## src/rtl/a2d_spi_slave_if.sv

```systemverilog
// a2d_spi_slave_if: SPI pins between an A2D master reader and the a2d_spi_slave responder
interface a2d_spi_slave_if;
  logic SS_n;
  logic SCLK;
  logic MOSI;
  logic MISO;
  modport master (output SS_n, output SCLK, output MOSI, input MISO);
  modport slave (input SS_n, input SCLK, input MOSI, output MISO);
endinterface

```

## src/rtl/a2d_spi_slave.sv

```systemverilog
// a2d_spi_slave: SPI slave modelling an 8-channel 12-bit A2D; replies with the previously commanded channel
module a2d_spi_slave #(
  parameter int NUM_CH = 8,
  parameter int SAMPLE_W = 12
) (
  input  logic                       clk,
  input  logic                       rst_n,
  a2d_spi_slave_if.slave             spi,
  input  logic [NUM_CH*SAMPLE_W-1:0] ch_data,
  output logic                       cmd_rdy,
  output logic [2:0]                 cmd_chnl,
  output logic                       frame_err
);
  typedef enum logic [1:0] {IDLE, SHIFT, DONE} state_t;
  state_t state_q, state_d;
  logic [2:0] ss_q, sclk_q;
  logic [1:0] mosi_q;
  logic [15:0] tx_q, tx_d;
  logic [13:0] rx_q, rx_d;
  logic [4:0] cnt_q, cnt_d;
  logic [2:0] chnl_q, chnl_d;
  logic rdy_q, rdy_d, err_q, err_d;
  logic ss_fall, ss_rise, sclk_rise, sclk_fall;
  logic [SAMPLE_W-1:0] sample [NUM_CH];
  for (genvar i = 0; i < NUM_CH; i++) begin : g_unpack
    assign sample[i] = ch_data[i*SAMPLE_W +: SAMPLE_W];
  end
  assign ss_fall   = ~ss_q[1] & ss_q[2];
  assign ss_rise   = ss_q[1] & ~ss_q[2];
  assign sclk_rise = sclk_q[1] & ~sclk_q[2];
  assign sclk_fall = ~sclk_q[1] & sclk_q[2];
  always_ff @(posedge clk or negedge rst_n) begin
    if (!rst_n) begin
      ss_q    <= 3'b111;
      sclk_q  <= 3'b111;
      mosi_q  <= 2'b00;
      state_q <= IDLE;
      tx_q    <= '0;
      rx_q    <= '0;
      cnt_q   <= '0;
      chnl_q  <= '0;
      rdy_q   <= 1'b0;
      err_q   <= 1'b0;
    end else begin
      ss_q    <= {ss_q[1:0], spi.SS_n};
      sclk_q  <= {sclk_q[1:0], spi.SCLK};
      mosi_q  <= {mosi_q[0], spi.MOSI};
      state_q <= state_d;
      tx_q    <= tx_d;
      rx_q    <= rx_d;
      cnt_q   <= cnt_d;
      chnl_q  <= chnl_d;
      rdy_q   <= rdy_d;
      err_q   <= err_d;
    end
  end
  // rx keeps only cmd[13:0]; the channel field lands at rx[13:11] after 16 rises
  always_comb begin
    state_d = state_q;
    tx_d    = tx_q;
    rx_d    = rx_q;
    cnt_d   = cnt_q;
    chnl_d  = chnl_q;
    rdy_d   = 1'b0;
    err_d   = 1'b0;
    case (state_q)
      IDLE: if (ss_fall) begin
        tx_d    = {{(16-SAMPLE_W){1'b0}}, sample[chnl_q]};
        cnt_d   = '0;
        state_d = SHIFT;
      end
      SHIFT: if (ss_rise) begin
        err_d   = 1'b1;
        state_d = IDLE;
      end else if (sclk_rise) begin
        rx_d    = {rx_q[12:0], mosi_q[1]};
        cnt_d   = cnt_q + 5'd1;
        state_d = (cnt_q == 5'd15) ? DONE : SHIFT;
      end else if (sclk_fall && cnt_q != 5'd0) begin
        tx_d = {tx_q[14:0], 1'b0};
      end
      DONE: if (ss_rise) begin
        rdy_d   = 1'b1;
        chnl_d  = rx_q[13:11];
        state_d = IDLE;
      end
      default: state_d = IDLE;
    endcase
  end
  assign spi.MISO  = (state_q != IDLE) & tx_q[15];
  assign cmd_rdy   = rdy_q;
  assign cmd_chnl  = chnl_q;
  assign frame_err = err_q;
endmodule

```

## src/flat_wrapper.sv

```systemverilog
// flat-port wrapper written by rule: the top's interface ports become plain ports
module a2d_spi_slave_flat 
#(
  parameter int NUM_CH = 8,
  parameter int SAMPLE_W = 12
)
  (clk, rst_n, ch_data, cmd_rdy, cmd_chnl, frame_err, spi_SS_n, spi_SCLK, spi_MOSI, spi_MISO);
  a2d_spi_slave_if spi_i ();
  input  logic clk;
  input  logic rst_n;
  input  logic [NUM_CH*SAMPLE_W-1:0] ch_data;
  output logic cmd_rdy;
  output logic [2:0] cmd_chnl;
  output logic frame_err;
  input wire logic [$bits(spi_i.SS_n)-1:0] spi_SS_n;
  input wire logic [$bits(spi_i.SCLK)-1:0] spi_SCLK;
  input wire logic [$bits(spi_i.MOSI)-1:0] spi_MOSI;
  output wire logic [$bits(spi_i.MISO)-1:0] spi_MISO;
  assign spi_i.SS_n = spi_SS_n;
  assign spi_i.SCLK = spi_SCLK;
  assign spi_i.MOSI = spi_MOSI;
  assign spi_MISO = spi_i.MISO;
  a2d_spi_slave #(.NUM_CH(NUM_CH), .SAMPLE_W(SAMPLE_W)) u_core (.clk(clk), .rst_n(rst_n), .spi(spi_i), .ch_data(ch_data), .cmd_rdy(cmd_rdy), .cmd_chnl(cmd_chnl), .frame_err(frame_err));
endmodule
```

## config.mk

```make
export PLATFORM = sky130hd
export DESIGN_NAME = a2d_spi_slave_flat
export DESIGN_NICKNAME = d
export VERILOG_FILES = /design/src/rtl/a2d_spi_slave_if.sv /design/src/rtl/a2d_spi_slave.sv /design/src/flat_wrapper.sv
export SDC_FILE = /design/constraint.sdc
export NUM_CORES = 1
export LEC_CHECK = 0
export BUFFER_PORTS_ARGS = -buffer_cell sky130_fd_sc_hd__buf_2
export CORE_AREA = 2 2 115 61
export DETAILED_ROUTE_END_ITERATION = 12
export DIE_AREA = 0 0 117 63
export PLACE_DENSITY = 0.79
export SETUP_SLACK_MARGIN = 0.2
export SYNTH_ARGS = -nofsm -noshare
export SYNTH_HDL_FRONTEND = slang
export SYNTH_SLANG_ARGS = --single-unit
```

## constraint.sdc

```tcl
create_clock -name clk -period 2.2 [get_ports clk]
set_clock_uncertainty 0.2 [all_clocks]
set_input_delay 0.22 -clock clk [delete_from_list [all_inputs] [get_ports clk]]
set_output_delay 0.22 -clock clk [all_outputs]
set_load 0.005 [all_outputs]
```

==> results.cfg <==
[critical_path]
cp-end-kind = flip-flop
slowest_stage = dfstp_2
critPathRequiredTime_ps = 2180
crit_fanout = 11
arrival_ps = 1960
rr_worst_depth = 5
path_cells = or3b_4, buf_6, nand2_1, mux2i_1, a2111o_1
critical_path_class = reg -> reg
start_kind = flip-flop
slowest_delay_ps = 600

[layout]
multi_input_area_mm2 = 0.00180
areaGrowthSynthToFinish_pct = 34.8
nFillCells = 472
postLayoutCellArea_mm2 = 0.00424
final_common_cell = buf_2
drive_above_1_share = 0.547
mostFrequentLayoutCells = buf_2 (106), dfrtp_1 (42), nand2_1 (34)
antenna_cells = 0
final_util = 0.659
fin_nets = 494
regArea_mm2 = 0.00126

[outcome]
violations = design-rule violations
status = finished, violations left

[global_route]
track_usage = 0.221
grt_pass1_wl_mm = 12.4
antenna_found_initial = 0
grt_overflow = 0
grt_max_degree = 51
grt_pass1_vias = 2599

[clocking]
htree_levels = 2
cts_tree = built
clk_latency_ps = 290
clkTransAtPathRegs_ps = 70
cts_buffers = 5
ctsRootBufferMaster = clkbuf_16
clock_path_buffers = 2
clock-sinks = 50

[timing]
hold_violations = 0
drv_slew = 0
period_minus_slack_ps = 1980
rsz0062_at_grt = true
tightest_slew_ps = 701
finalSetupViolCount = 0
finalSetupTns_ps = 0
slew_headroom = 0.533
post-route-period-util = 0.899
timing.fmax_ghz = 0.506

[die]
die_area_mm2 = 0.00737
rows = 21
coreArea_mm2 = 0.00644
ioPinCount = 107
die_h_um = 63
die_w_um = 117
start_util = 0.488

[placed_design]
gp_congestion = 0.891
placed_area_mm2 = 0.00382
io_buffers = 106
hpwl_mm = 5.85

[synthesis]
synth_edf_count = 0
synth.distinct_cells = 47
ys_seq_elements = 50
syn_avg_cell_area_um2 = 12.0
synthCells = 261
syn_nets = 365
synth-seq-area-share = 0.400
synthesis.area_mm2 = 0.00314
yosys_warnings = 0
postSynth.asyncResetShare = 1.00
synth-main-ff-cell = dfrtp_1

[power]
vdd_drop_max_mv = 0.320
p_per_area_mw_per_mm2 = 669
p_leak_nw = 1.93

[routing]
ant_nets = 0
drcViolationCount = 1
firstDrtPassIters = 9
wl_mm = 8.19
wire_per_inst_um = 17.0
num_vias = 2676
vias_per_cell = 5.54
drtIter0Drc = 172

[hold_path]
hp-class = reg -> reg
hold_path_depth = 0

[job]
maxCapViolCount = 0
## metal layers
metal	GRT usage	wire length [um]
met4	0.0647	95
met1	0.334	3730
met2	0.320	3780
met5	0	0
met3	0.0485	591
## worst paths after layout
path | from | end | slack (ps)
worst max register to register | u_core.ss_q[2] | u_core.tx_q[1] | 220
max in group asynchronous | rst_n | u_core.cmd_chnl[0] | 980
min in group asynchronous | rst_n | u_core.cnt_q[4] | 370
worst min register to register | u_core.mosi_q[0] | u_core.mosi_q[1] | 150
worst max-delay path | u_core.ss_q[2] | u_core.tx_q[1] | 220
worst min-delay path | u_core.mosi_q[0] | u_core.mosi_q[1] | 150
## worst max-delay path: cells and delay by family, from the launching register on
| kind | cells | cell delay, ps |
|---|---|---|
| mux | 1 | 70 |
| flops | 1 | 600 |
| compound gates | 1 | 340 |
| buf+inv | 1 | 160 |
| simple gates | 2 | 500 |
## logic make-up after synthesis
logic type | after synthesis | share of synthesized area
flops | 50 | 0.400
compound gates | 26 | 0.0756
mux | 61 | 0.299
fa+ha+maj | 3 | 0.0119
simple gates | 93 | 0.167
buf+inv | 28 | 0.0466
## metrics by stage
stage / hold slack, ps / setup WS [ps] / std cells / total power [W]
3_3_place_gp: 126 / 168 / 454 / 0.00187
5_1_grt: 160 / 150 / 483 / 0.00298
3_5_place_dp: 128 / 103 / 454 / 0.00192
2_1_floorplan: -276 / 205 / 261 / 0.00167
6_report: 151 / 222 / 483 / 0.00283
4_1_cts: 155 / 205 / 474 / 0.00276
## synthesized netlist by cell type (4+ instances only)
| master | number | area [um^2] |
|---|---|---|
| a2111o_1 | 9 | 101 |
| and2_1 | 8 | 50.1 |
| buf_2 | 5 | 25.0 |
| buf_6 | 4 | 45.0 |
| clkbuf_1 | 6 | 22.5 |
| dfrtp_1 | 44 | 1100 |
| dfstp_2 | 6 | 158 |
| inv_1 | 11 | 41.3 |
| mux2_2 | 19 | 214 |
| mux2i_1 | 17 | 170 |
| mux4_2 | 24 | 541 |
| nand2_1 | 34 | 128 |
| nand3_1 | 13 | 65.1 |
| nand3b_1 | 13 | 97.6 |
| nor2_1 | 6 | 22.5 |
## report_power, final
group | leakage (nW) | total (W) | switching [W] | internal [W]
combinational | 1.24 | 0.000825 | 0.000364 | 0.000461
clock | 0.0698 | 0.000771 | 0.000350 | 0.000422
sequential | 0.613 | 0.00124 | 0.000136 | 0.00110
## state kept, by name, indices dropped and copies added (netlist names)
register and flops:
u_core.tx_q 16, u_core.mosi_q 2, u_core.cnt_q 5, u_core.sclk_q 3, u_core.cmd_chnl 3, u_core.ss_q 3, u_core.rx_q 14, u_core.frame_err 1
u_core.state_q 2, u_core.cmd_rdy 1
## cell type report
class,instances,area share
Multi-Input combinational cell,183,0.424
Sequential cell,50,0.298
Timing Repair Buffer,139,0.207
Clock buffer,5,0.0295
Tap cell,92,0.0272
Inverter,11,0.00974
Clock inverter,3,0.00502
## timing repair
action / in CTS / in global routing
setup endpoints to repair: 30 / 31
cloned: 0 / 1
gates resized for setup: 8 / 14
hold buffers: 4 / 0
pin swaps: 1 / 8
hold endpoints to repair: 47 / 0
buffers inserted: 8 / 8
(Power assumes the default switching activity.)
